### src/rtl/upstream_pkg.sv
// Shared types, line-field constants and the risk check used by the upstream order scheduler.
package upstream_pkg;

    typedef enum logic [2:0] {
        S_IDLE  = 3'd0,
        S_RD    = 3'd1,
        S_CHECK = 3'd2,
        S_WR    = 3'd3,
        S_RSP   = 3'd4
    } state_e;

    localparam int MAX_MSB = 31;
    localparam int MAX_LSB = 16;
    localparam int ACC_MSB = 15;
    localparam int CID_W   = 5;
    localparam int AMT_W   = 16;

    // Order passes when the line's max, taken as a non-negative value, strictly exceeds
    // the signed 16-bit exposure acc - cancelled + amount.
    function automatic logic risk_pass(input logic [AMT_W-1:0] max_v,
                                       input logic [AMT_W-1:0] acc_v,
                                       input logic [AMT_W-1:0] cancelled_v,
                                       input logic [AMT_W-1:0] amount_v);
        logic [AMT_W-1:0] result;
        result = acc_v + (~cancelled_v + 16'd1) + amount_v;
        return $signed({1'b0, max_v}) > $signed({result[AMT_W-1], result});
    endfunction

endpackage

### src/rtl/rr_arbiter.sv
// Combinational round-robin pick: first asserted request at or after rr_ptr, wrapping.
module rr_arbiter #(
    parameter  int NUM_PORTS = 4,
    localparam int PW        = $clog2(NUM_PORTS)
) (
    input  logic [NUM_PORTS-1:0] req,
    input  logic [PW-1:0]        rr_ptr,
    output logic [NUM_PORTS-1:0] grant,
    output logic [PW-1:0]        grant_idx,
    output logic                 grant_valid
);

    always_comb begin
        int idx;
        idx         = 0;
        grant       = '0;
        grant_idx   = '0;
        grant_valid = 1'b0;
        for (int i = 0; i < NUM_PORTS; i++) begin
            idx = int'(rr_ptr) + i;
            if (idx >= NUM_PORTS) idx = idx - NUM_PORTS;
            if (!grant_valid && req[idx]) begin
                grant_valid = 1'b1;
                grant[idx]  = 1'b1;
                grant_idx   = PW'(idx);
            end
        end
    end

endmodule

### src/rtl/upstream_order_scheduler.sv
// Round-robin front end for the upstream cache/risk path: one request in flight,
// sequenced as read line, risk check, write back on pass, respond.
module upstream_order_scheduler
    import upstream_pkg::*;
#(
    parameter  int NUM_PORTS = 4,
    parameter  int TIMEOUT   = 64,
    localparam int PW        = $clog2(NUM_PORTS)
) (
    input  logic                       clk,
    input  logic                       rst,
    input  logic [NUM_PORTS-1:0]       req_valid,
    output logic [NUM_PORTS-1:0]       req_ready,
    input  logic [NUM_PORTS*5-1:0]     req_client_id,
    input  logic [NUM_PORTS*16-1:0]    req_amount,
    input  logic [NUM_PORTS-1:0]       req_new_max,
    input  logic [15:0]                cancelled_orders,
    output logic                       cache_req_valid,
    output logic                       cache_req_rw,
    output logic [31:0]                cache_req_index,
    output logic [31:0]                cache_req_data,
    input  logic                       cache_res_ready,
    input  logic [31:0]                cache_res_data,
    output logic                       rsp_valid,
    output logic [PW-1:0]              rsp_port,
    output logic                       rsp_accept,
    output logic                       rsp_timeout,
    output logic                       busy
);

    localparam int TW = $clog2(TIMEOUT + 1);

    state_e           state_q, state_d;
    logic [PW-1:0]    rr_ptr_q, rr_ptr_d;
    logic [TW-1:0]    timer_q, timer_d;
    logic [PW-1:0]    port_q, port_d;
    logic [CID_W-1:0] client_q, client_d;
    logic [AMT_W-1:0] amount_q, amount_d;
    logic             new_max_q, new_max_d;
    logic [31:0]      line_q, line_d;
    logic [31:0]      wdata_q, wdata_d;
    logic             accept_q, accept_d;
    logic             timeout_q, timeout_d;

    logic [NUM_PORTS-1:0] grant;
    logic [PW-1:0]        grant_idx;
    logic                 grant_valid;

    rr_arbiter #(.NUM_PORTS(NUM_PORTS)) u_arb (
        .req         (req_valid),
        .rr_ptr      (rr_ptr_q),
        .grant       (grant),
        .grant_idx   (grant_idx),
        .grant_valid (grant_valid)
    );

    always_comb begin
        logic [AMT_W-1:0] max_v;
        logic [AMT_W-1:0] acc_v;
        logic             pass;
        state_d   = state_q;
        rr_ptr_d  = rr_ptr_q;
        timer_d   = timer_q;
        port_d    = port_q;
        client_d  = client_q;
        amount_d  = amount_q;
        new_max_d = new_max_q;
        line_d    = line_q;
        wdata_d   = wdata_q;
        accept_d  = accept_q;
        timeout_d = timeout_q;
        max_v     = line_q[MAX_MSB:MAX_LSB];
        acc_v     = line_q[ACC_MSB:0];
        pass      = 1'b0;

        case (state_q)
            S_IDLE: begin
                if (grant_valid) begin
                    port_d = grant_idx;
                    for (int p = 0; p < NUM_PORTS; p++) begin
                        if (grant[p]) begin
                            client_d  = req_client_id[p*CID_W +: CID_W];
                            amount_d  = req_amount[p*AMT_W +: AMT_W];
                            new_max_d = req_new_max[p];
                        end
                    end
                    rr_ptr_d  = (grant_idx == PW'(NUM_PORTS - 1)) ? '0 : grant_idx + PW'(1);
                    timer_d   = '0;
                    accept_d  = 1'b0;
                    timeout_d = 1'b0;
                    state_d   = S_RD;
                end
            end
            S_RD: begin
                if (cache_res_ready) begin
                    line_d  = cache_res_data;
                    state_d = S_CHECK;
                end else if (timer_q == TW'(TIMEOUT - 1)) begin
                    timeout_d = 1'b1;
                    state_d   = S_RSP;
                end else begin
                    timer_d = timer_q + TW'(1);
                end
            end
            S_CHECK: begin
                if (new_max_q) begin
                    wdata_d = {amount_q, acc_v};
                    pass    = 1'b1;
                end else begin
                    wdata_d = {max_v, acc_v + amount_q};
                    pass    = risk_pass(max_v, acc_v, cancelled_orders, amount_q);
                end
                if (pass) begin
                    timer_d = '0;
                    state_d = S_WR;
                end else begin
                    state_d = S_RSP;
                end
            end
            S_WR: begin
                if (cache_res_ready) begin
                    accept_d = 1'b1;
                    state_d  = S_RSP;
                end else if (timer_q == TW'(TIMEOUT - 1)) begin
                    timeout_d = 1'b1;
                    state_d   = S_RSP;
                end else begin
                    timer_d = timer_q + TW'(1);
                end
            end
            S_RSP:   state_d = S_IDLE;
            default: state_d = S_IDLE;
        endcase
    end

    always_ff @(posedge clk or posedge rst) begin
        if (rst) begin
            state_q   <= S_IDLE;
            rr_ptr_q  <= '0;
            timer_q   <= '0;
            port_q    <= '0;
            client_q  <= '0;
            amount_q  <= '0;
            new_max_q <= 1'b0;
            line_q    <= '0;
            wdata_q   <= '0;
            accept_q  <= 1'b0;
            timeout_q <= 1'b0;
        end else begin
            state_q   <= state_d;
            rr_ptr_q  <= rr_ptr_d;
            timer_q   <= timer_d;
            port_q    <= port_d;
            client_q  <= client_d;
            amount_q  <= amount_d;
            new_max_q <= new_max_d;
            line_q    <= line_d;
            wdata_q   <= wdata_d;
            accept_q  <= accept_d;
            timeout_q <= timeout_d;
        end
    end

    // The grant is combinational in IDLE, so it is masked while reset is held.
    assign req_ready       = (state_q == S_IDLE && !rst) ? grant : '0;
    assign cache_req_valid = (state_q == S_RD) || (state_q == S_WR);
    assign cache_req_rw    = (state_q == S_WR);
    assign cache_req_index = {18'b0, 5'b0, client_q, 4'b0};
    assign cache_req_data  = wdata_q;
    assign rsp_valid       = (state_q == S_RSP);
    assign rsp_port        = port_q;
    assign rsp_accept      = rsp_valid & accept_q;
    assign rsp_timeout     = rsp_valid & timeout_q;
    assign busy            = (state_q != S_IDLE);

endmodule

### config.mk
export PLATFORM = sky130hd
export DESIGN_NAME = upstream_order_scheduler
export DESIGN_NICKNAME = d
export VERILOG_FILES = /design/src/rtl/upstream_pkg.sv /design/src/rtl/rr_arbiter.sv /design/src/rtl/upstream_order_scheduler.sv
export SDC_FILE = /design/constraint.sdc
export NUM_CORES = 1
export LEC_CHECK = 0
export BUFFER_PORTS_ARGS = -buffer_cell sky130_fd_sc_hd__buf_2
export CORE_MARGIN = 10
export CORE_UTILIZATION = 40
export DETAILED_ROUTE_END_ITERATION = 6
export PLACE_DENSITY = 0.7
export SYNTH_ARGS = -nofsm -noshare
export SYNTH_HDL_FRONTEND = slang
export SYNTH_HIERARCHICAL = 1
export SYNTH_SLANG_ARGS = --single-unit
### constraint.sdc
create_clock -name clk -period 5.5 [get_ports clk]
set_input_delay 0.275 -clock clk [delete_from_list [all_inputs] [get_ports clk]]
set_output_delay 0.275 -clock clk [all_outputs]
set_load 0.05 [all_outputs]
==> results of run 1 <==
-- sequential cells by signal, summed over array words and instances (netlist names), 2 cells and up --
signal and cells:
rr_ptr_q 2, state_q 3, line_q 32, timer_q 7
client_q 5, amount_q 16, rsp_port 2, cache_req_data 32
-- how the worst max path moves through the flow --
stage                                  startpoint                     end  slack [ns]  depth (start not counted)
after floorplan           amount_q[1]$_DFFE_PP0P_  timer_q[0]$_DFFE_PP0P_        1.23                         19
after global placement    amount_q[1]$_DFFE_PP0P_  timer_q[1]$_DFFE_PP0P_        0.84                         19
after detailed placement  amount_q[1]$_DFFE_PP0P_  timer_q[1]$_DFFE_PP0P_        0.67                         19
after CTS                 amount_q[1]$_DFFE_PP0P_  timer_q[1]$_DFFE_PP0P_        0.64                         19
after global routing      amount_q[1]$_DFFE_PP0P_  timer_q[0]$_DFFE_PP0P_        0.26                         19
final                     amount_q[1]$_DFFE_PP0P_  timer_q[0]$_DFFE_PP0P_        0.60                         19
-- metrics by stage --
step | utilization | hold WS, ns
6_report | 0.486 | 0.0410
5_1_grt | 0.486 | 0.122
4_1_cts | 0.486 | 0.0819
3_5_place_dp | 0.470 | 0.465
3_3_place_gp | 0.470 | 0.457
2_1_floorplan | - | 0.392
-- synthesized netlist by cell type (7+ instances only) --
cell | number | area, sq um
dfrtp_1 | 102 | 2550
a21oi_1 | 97 | 485
nor2_1 | 91 | 342
nand2_1 | 70 | 263
o21ai_0 | 62 | 310
ha_1 | 58 | 726
mux2i_1 | 44 | 440
inv_1 | 39 | 146
mux2_2 | 34 | 383
buf_4 | 27 | 203
clkbuf_1 | 27 | 101
fa_1 | 16 | 320
nor3_1 | 16 | 80.1
xnor2_1 | 14 | 123
nand3_1 | 12 | 60.1
xor2_1 | 10 | 87.6
nor2b_1 | 9 | 56.3
a22oi_1 | 8 | 60.1
and2_1 | 8 | 50.1
nand2b_1 | 8 | 50.1
a211oi_1 | 7 | 52.6
a31oi_1 | 7 | 43.8
-- area by class of cell --
class | instances | area [sq um] | share of cell area
clock inverter | 5 | 58.8 | 0.00641
clock buffer | 11 | 243 | 0.0264
multi-input combinational | 685 | 4840 | 0.527
sequential | 102 | 2550 | 0.278
inverter | 39 | 149 | 0.0162
tap | 260 | 325 | 0.0354
timing repair buffer | 198 | 1010 | 0.110
-- routing by layer --
metal,wire length (um),vias to the layer above
met1,10300,3133
met4,282,2
met3,1720,22
met5,17,-
li1,-,3343
met2,11200,251
-- kinds of logic after synthesis --
kind of cell    Yosys count
flops                   102
fa+ha+maj                74
compound gates          229
xor+xnor                 25
mux                      82
buf+inv                 105
other cells               1
simple gates            248
==> results.yml, run 1 <==
drt:
  final_antenna_net_count: 0
  first_pass_iters: 5
  drt_iter0_drc: 352
  via_per_inst: 5.19
  routed-via-count: 6751
  routedWlPerCell_um: 18.1
  routed_wl_um: 23500
  drc: 0
placed_design:
  place_congestion: 0.892
  numPortBuffers: 191
  dp.cells: 1284
  post-place-ws_ns: 0.666
  dpl_cell_area_sq_mm: 0.00888
  dp_hpwl_um: 19000
layout:
  nets: 1252
  drive_above_1_share: 0.259
  fin_area_sq_mm: 0.00918
  final_cell_mix: "buf_2 (191), dfrtp_1 (102), a21oi_1 (97)"
  stdcell_count: 1300
  antenna_cells: 0
  syn2layout_area_growth_pct: 18.0
  fillCellCount: 1907
  final_common_cell: "buf_2"
logic_synthesis:
  async_flop_share: 1.00
  synth_seq_area_share: 0.328
  muxShareOfSynthArea: 0.118
  synth_area_sq_mm: 0.00778
  yosysUniqueCellTypes: 66
  syn_avg_cell_area_sq_um: 8.98
  synth-simple-area-share: 0.149
  yosys_register_bits: 102
  yosys_warnings: 6
  netlist_instances: 866
  synthXorXnorAreaFrac: 0.0291
  synth_compound_area_frac: 0.174
  synth-main-ff-cell: "dfrtp_1"
  synth_edf_count: 0
  synth_top_family_by_area: "compound AO/OA/AOI/OAI gates"
  synthAdderAreaFrac: 0.134
run:
  cap_violations: 0
timing:
  min_period_ns: 4.90
  setup_ws_ns: 0.604
  slew_headroom: 0.289
  rsz0062_at_grt: "false"
  fmax_ghz: 0.204
  period_share: 0.890
  skew_ns: 0.00590
  slew_viol_final: 0
  tightestPinTransition_ns: 1.06
  hold_violations: 0
  setup_viol: 0
  fin_tns_setup_ns: 0
critical_path:
  cpLargestDelayFamily: "compound AO/OA/AOI/OAI gates"
  crit_chain: "fa_1 > inv_1 > fa_1 > nor2b_1 > o21ai_0 > a21boi_0 > o21ai_0 > a211oi_1 > nor3_1 > or2_2 > ha_1 > nand4_1 > a31oi_1 > o31ai_1 > a31oi_1 > a21oi_1 > mux2i_1 > nor2_2 > a221o_1"
  crit_arrival_ns: 5.14
  critPathBufInv: 1
  timing.rr.end: "timer_q[0]$_DFFE_PP0P_"
  cp-start-kind: "flip-flop"
  r2r_setup_slack_ns: 0.60
  required_ns: 5.74
  crit_fanout: 4
  cpMaxStageDelayCell: "fa_1"
  slowest_delay_ns: 0.59
  critPathKind: "flip-flop to flip-flop"
  worst_setup_path_end_kind: "flip-flop"
  reg2regPathDepth: 19
  r2r-start: "amount_q[1]$_DFFE_PP0P_"
clocking:
  clock_tree.root_cell: "clkbuf_16"
  post_cts_buffers: 0
  ctsHoldBuffers: 0
  clock-sinks: 102
  cts_tree: "built"
  cts_buffers: 9
  clk_path_buf_depth: 2
  clk_pin_slew_ns: 0.07
  htreeDepth: 3
  ctsResizeCount: 0
  clock_latency_ns: 0.36
grt:
  grt_pass1_wl_um: 37500
  grtUsageMet1: 0.229
  grt_antenna_before_repair: 1
  grt_use_met3: 0.0545
  track_usage: 0.182
  grt_max_degree: 60
  met2_usage: 0.300
  grt.overflow.total: 0
  grt_pass1_vias: 6994
  busiest_layer: "met2"
floorplanning:
  rows: 50
  die_y_um: 159
  start_util: 0.412
  dieArea_sq_mm: 0.0254
  core_sq_mm: 0.0189
  die_w_um: 159
  io_pins: 219
status:
  status: "complete, no violations"
worst_hold_path:
  hold_path.class: "input port to asynchronous set/reset pin"
Power of run 1 is not shown: default switching activity piles up to over one toggle a cycle in this logic, so the estimate is an artifact.
==> inputs of run 2 (changes only) <==
--- a/config.mk
+++ b/config.mk
@@ -8,9 +8,9 @@
 export BUFFER_PORTS_ARGS = -buffer_cell sky130_fd_sc_hd__buf_2
 export CORE_MARGIN = 10
 export CORE_UTILIZATION = 40
+export CTS_BUF_LIST = sky130_fd_sc_hd__clkbuf_8
 export DETAILED_ROUTE_END_ITERATION = 6
 export PLACE_DENSITY = 0.7
 export SYNTH_ARGS = -nofsm -noshare
 export SYNTH_HDL_FRONTEND = slang
-export SYNTH_HIERARCHICAL = 1
 export SYNTH_SLANG_ARGS = --single-unit
==> results.yml, run 2 <==
status:
  status: "complete, no violations"
floorplanning:
  rows: 50
  die_y_um: 159
  io_pins: 219
  dieArea_sq_mm: 0.0253
  core_sq_mm: 0.0189
  die_w_um: 159
  start_util: 0.410
layout:
  multiInputGateArea_sq_mm: 0.00473
  drive_above_1_share: 0.302
  fin_util: 0.478
  final_common_cell: "buf_2"
  fillCellCount: 1902
  final_cell_mix: "buf_2 (191), dfrtp_1 (101), nor2_1 (84)"
  ff_latch_area_sq_mm: 0.00255
  syn2layout_area_growth_pct: 16.5
  nets: 1208
critical_path:
  crit_fanout: 8
  r2r_setup_slack_ns: 0.57
  cp-startpoint: "amount_q[2]$_DFFE_PP0P_"
  required_ns: 5.77
  crit_arrival_ns: 5.19
  cp-start-kind: "flip-flop"
  critPathKind: "flip-flop to flip-flop"
  worst_setup_path_end_kind: "flip-flop"
  r2r-start: "amount_q[2]$_DFFE_PP0P_"
logic_synthesis:
  netlist_instances: 817
  synthAdderAreaFrac: 0.132
  synth_seq_area_share: 0.329
  synthTopCellsByArea: "dfrtp_1 (33%), ha_1 (9.0%), mux2i_1 (5.7%), mux2_2 (4.4%), a21oi_1 (4.2%)"
  synthXorXnorAreaFrac: 0.0249
  yosysUniqueCellTypes: 66
  synth-main-ff-cell: "dfrtp_1"
  synth.most_common_cell: "dfrtp_1"
  synth_top_family_by_area: "compound AO/OA/AOI/OAI gates"
  syn_avg_cell_area_sq_um: 9.49
  muxShareOfSynthArea: 0.113
  yosys_register_bits: 102
  yosysTopAreaCellShare: 0.329
  synth_area_sq_mm: 0.00775
  async_flop_share: 1.00
  yosys_warnings: 0
  synth_largest_area_cell: "dfrtp_1"
  synth_commonest_cells: "dfrtp_1 (102), nor2_1 (84), a21oi_1 (65)"
  synth_edf_count: 0
  synth-simple-area-share: 0.120
  synth_compound_area_frac: 0.207
timing:
  fmax_ghz: 0.203
  min_period_ns: 4.93
  fin_tns_setup_ns: 0
  rsz0062_at_grt: "false"
  slew_viol_final: 0
  slew_headroom: 0.493
  setup_ws_ns: 0.575
  skew_ns: 0.0100
  hold_violations: 0
  tightestPinTransition_ns: 0.761
  setup_viol: 0
  period_share: 0.896
  holdWs_ns: 0.0941
worst_hold_path:
  hold_path.class: "input port to flip-flop"
  holdCritStartpoint: "cache_res_data[1]"
clocking:
  cts_tree: "built"
  post_cts_buffers: 0
  clock_latency_ns: 0.39
  htreeDepth: 3
  clock_tree.root_cell: "clkbuf_8"
  clock-sinks: 102
  clk_pin_slew_ns: 0.10
  ctsResizeCount: 0
  cts_buffers: 9
  clk_path_buf_depth: 2
drt:
  routed_wl_um: 21600
  drt_iter0_drc: 232
  first_pass_iters: 4
  drc: 0
  routed-via-count: 6384
  highest_layer: "met5"
  via_per_inst: 5.07
  routed-wl-met3_um: 1040
  final_antenna_net_count: 0
  routedWlPerCell_um: 17.1
  met1_length_um: 9960
  wl_met2_um: 10200
grt:
  grt_max_degree: 60
  track_usage: 0.170
  grt_antenna_before_repair: 2
  grt.overflow.total: 0
  grt_pass1_vias: 6838
  grt_pass1_wl_um: 35400
placed_design:
  place_congestion: 0.844
  dp_hpwl_um: 17400
  numPortBuffers: 191
  post-place-ws_ns: 0.642
run:
  cap_violations: 0
run 2: timing repair:
| action | 4_1_cts | 5_1_grt |
|---|---|---|
| setup endpoints to repair | 0 | 0 |
| endpoints found under the hold margin | 43 | 0 |
| hold buffers | 1 | 0 |
run 2: metrics by stage:
step / area [sq um] / cells
floorplan: 7850 / 843
global placement: 8820 / 1241
detailed placement: 8820 / 1241
CTS: 9030 / 1258
global route: 9030 / 1258
finish: 9030 / 1259
run 2: final timing paths:
| path | cells after the start | to |
|---|---|---|
| setup / recovery | 22 | timer_q[3]$_DFFE_PP0P_ |
| hold / removal | 3 | line_q[1]$_DFFE_PP0P_ |
| setup reg to reg | 22 | timer_q[3]$_DFFE_PP0P_ |
| max in group asynchronous | 4 | new_max_q$_DFFE_PP0P_ |
| min in group asynchronous | 3 | timer_q[6]$_DFFE_PP0P_ |
| hold reg to reg | 2 | cache_req_data[2]$_DFFE_PP0N_ |
run 2: area by class of cell:
class,count,area share
inverters,48,0.0202
flip-flops and latches,102,0.283
well taps,260,0.0360
diodes,1,0.000277
multi-input cells,631,0.524
clock inverters,6,0.00693
clock buffers,10,0.0152
repair buffers,201,0.114
run 2: worst max-delay path, stage by stage, from the launching register on:
cell      delay, ns
dfrtp_1        0.45
fa_1           0.50
ha_1           0.35
nor2b_1        0.14
o21ai_0        0.21
a21oi_1        0.11
o21ai_0        0.24
a21boi_0       0.15
o21ai_0        0.25
a31oi_1        0.15
o41ai_1        0.32
xor2_1         0.13
ha_1           0.31
nand3_1        0.11
nor2_1         0.18
nand3_1        0.09
a21oi_1        0.13
a211oi_1       0.08
a31oi_1        0.18
mux2i_1        0.13
a221oi_1       0.28
buf_4          0.20
o21ai_0        0.09
run 2: layer usage:
layer	up-vias	global-route usage
li1	3192	-
met1	2978	0.219
met2	186	0.277
met3	26	0.0392
met4	2	0.0505
met5	-	0
run 2: cells by family after synthesis:
group,count (synthesis)
adder cells (fa/ha/maj),72
flip-flops,102
buffers and inverters,110
multiplexers,78
XOR/XNOR,22
other,1
AO/OA/AOI/OAI,228
AND/OR/NAND/NOR,204
Power of run 2 is left out for the same reason.
==> inputs of run 3 (changes only) <==
--- a/config.mk
+++ b/config.mk
@@ -8,7 +8,7 @@
 export BUFFER_PORTS_ARGS = -buffer_cell sky130_fd_sc_hd__buf_2
 export CORE_MARGIN = 10
 export CORE_UTILIZATION = 40
-export CTS_BUF_LIST = sky130_fd_sc_hd__clkbuf_8
+export CTS_BUF_LIST = sky130_fd_sc_hd__clkbuf_2 sky130_fd_sc_hd__clkbuf_4 sky130_fd_sc_hd__clkbuf_8
 export DETAILED_ROUTE_END_ITERATION = 6
 export PLACE_DENSITY = 0.7
 export SYNTH_ARGS = -nofsm -noshare
==> results.yml, run 3 (synthesis results as in run 2) <==
grt:
  grt_max_degree: 60
  track_usage: 0.170
  grt.overflow.total: 0
  grt_pass1_vias: 6838
  grt_pass1_wl_um: 35500
  grt_antenna_before_repair: 2
layout:
  fillCellCount: 1903
  final_common_cell: "buf_2"
  nets: 1208
  fin_area_sq_mm: 0.00904
  syn2layout_area_growth_pct: 16.6
  multiInputGateArea_sq_mm: 0.00473
  ff_latch_area_sq_mm: 0.00255
  final_cell_mix: "buf_2 (191), dfrtp_1 (101), nor2_1 (84)"
  drive_above_1_share: 0.303
drt:
  first_pass_iters: 4
  routedWlPerCell_um: 17.1
  routed_wl_um: 21500
  routed-via-count: 6381
  drc: 0
  final_antenna_net_count: 0
  drt_iter0_drc: 284
  via_per_inst: 5.07
floorplanning:
  dieArea_sq_mm: 0.0253
  start_util: 0.410
  rows: 50
  io_pins: 219
  core_sq_mm: 0.0189
  die_w_um: 159
  die_y_um: 159
timing:
  rsz0062_at_grt: "false"
  min_period_ns: 4.92
  period_share: 0.895
  tightestPinTransition_ns: 0.765
  fin_tns_setup_ns: 0
  holdWs_ns: 0.0960
  fmax_ghz: 0.203
  slew_headroom: 0.490
  setup_viol: 0
  skew_ns: 0.00920
  hold_violations: 0
  slew_viol_final: 0
critical_path:
  crit_arrival_ns: 5.19
  timing.rr.end: "timer_q[3]$_DFFE_PP0P_"
  required_ns: 5.76
  cp-start-kind: "flip-flop"
  cp-startpoint: "amount_q[2]$_DFFE_PP0P_"
  crit_chain: "fa_1 > ha_1 > nor2b_1 > o21ai_0 > a21oi_1 > o21ai_0 > a21boi_0 > o21ai_0 > a31oi_1 > o41ai_1 > xor2_1 > ha_1 > nand3_1 > nor2_1 > nand3_1 > a21oi_1 > a211oi_1 > a31oi_1 > mux2i_1 > a221oi_1 > buf_4 > o21ai_0"
  r2r-start: "amount_q[2]$_DFFE_PP0P_"
  crit_path_end: "timer_q[3]$_DFFE_PP0P_"
  cpMostUsedCell: "o21ai_0"
  cpMaxStageDelayCell: "fa_1"
  crit_fanout: 8
  slowest_delay_ns: 0.50
  worst_setup_path_end_kind: "flip-flop"
  critPathKind: "flip-flop to flip-flop"
  r2r_setup_slack_ns: 0.58
  reg2regPathDepth: 22
placed_design:
  place_congestion: 0.844
  numPortBuffers: 191
  dp_hpwl_um: 17400
  dpl_cell_area_sq_mm: 0.00882
clocking:
  cts_buffers: 9
  clk_path_buf_depth: 2
  clk_pin_slew_ns: 0.10
  ctsHoldBuffers: 1
  clock_tree.root_cell: "clkbuf_8"
  clock-sinks: 102
  clock_latency_ns: 0.39
  ctsResizeCount: 0
  post_cts_buffers: 0
  htreeDepth: 3
  cts_tree: "built"
run:
  cap_violations: 0
worst_hold_path:
  hold_depth: 3
  hold_path.class: "input port to flip-flop"
status:
  status: "complete, no violations"
==> run 3: worst max-delay path, delay by kind of cell (launching register included) <==
kind	cells	cell delay (ns)
buffers and inverters	1	0.20
DFF	1	0.45
and+or+nand+nor	4	0.52
xor gates and xnor gates	1	0.13
muxes	1	0.13
AOI/OAI and AO/OA	12	2.19
adders and majority gates	3	1.16
==> run 3: layer usage <==
metal | track usage | share of wire
met1 | 0.219 | 0.46
met2 | 0.277 | 0.47
met3 | 0.0392 | 0.051
met4 | 0.0493 | 0.018
met5 | 0 | 0.00046
==> run 3: final cells by class <==
cell class	count	share of cell area
timing repair buffer	201	0.114
clock inverter	5	0.00651
clock buffer	11	0.0161
inverter	48	0.0202
antenna	1	0.000277
sequential	102	0.283
multi-input combinational	631	0.524
tap	260	0.0360
==> run 3: stage by stage <==
stage,worst slack (ns),std cells,util
floorplan,0.880,843,-
global placement,0.817,1241,0.467
detailed placement,0.642,1241,0.467
CTS,0.601,1258,0.478
global route,0.114,1258,0.478
finish,0.578,1259,0.478
==> run 3: worst min-delay path by stage <==
stage                                  start                endpoint  slack [ns]
after floorplan           cache_res_data[16]  line_q[16]$_DFFE_PP0P_        0.39
after global placement                   rst  timer_q[6]$_DFFE_PP0P_        0.38
after detailed placement                 rst  timer_q[4]$_DFFE_PP0P_        0.38
after CTS                  cache_res_data[1]   line_q[1]$_DFFE_PP0P_        0.08
after global routing      cache_res_data[26]  line_q[26]$_DFFE_PP0P_        0.09
final                      cache_res_data[1]   line_q[1]$_DFFE_PP0P_         0.1
Power of run 3 is left out for the same reason.
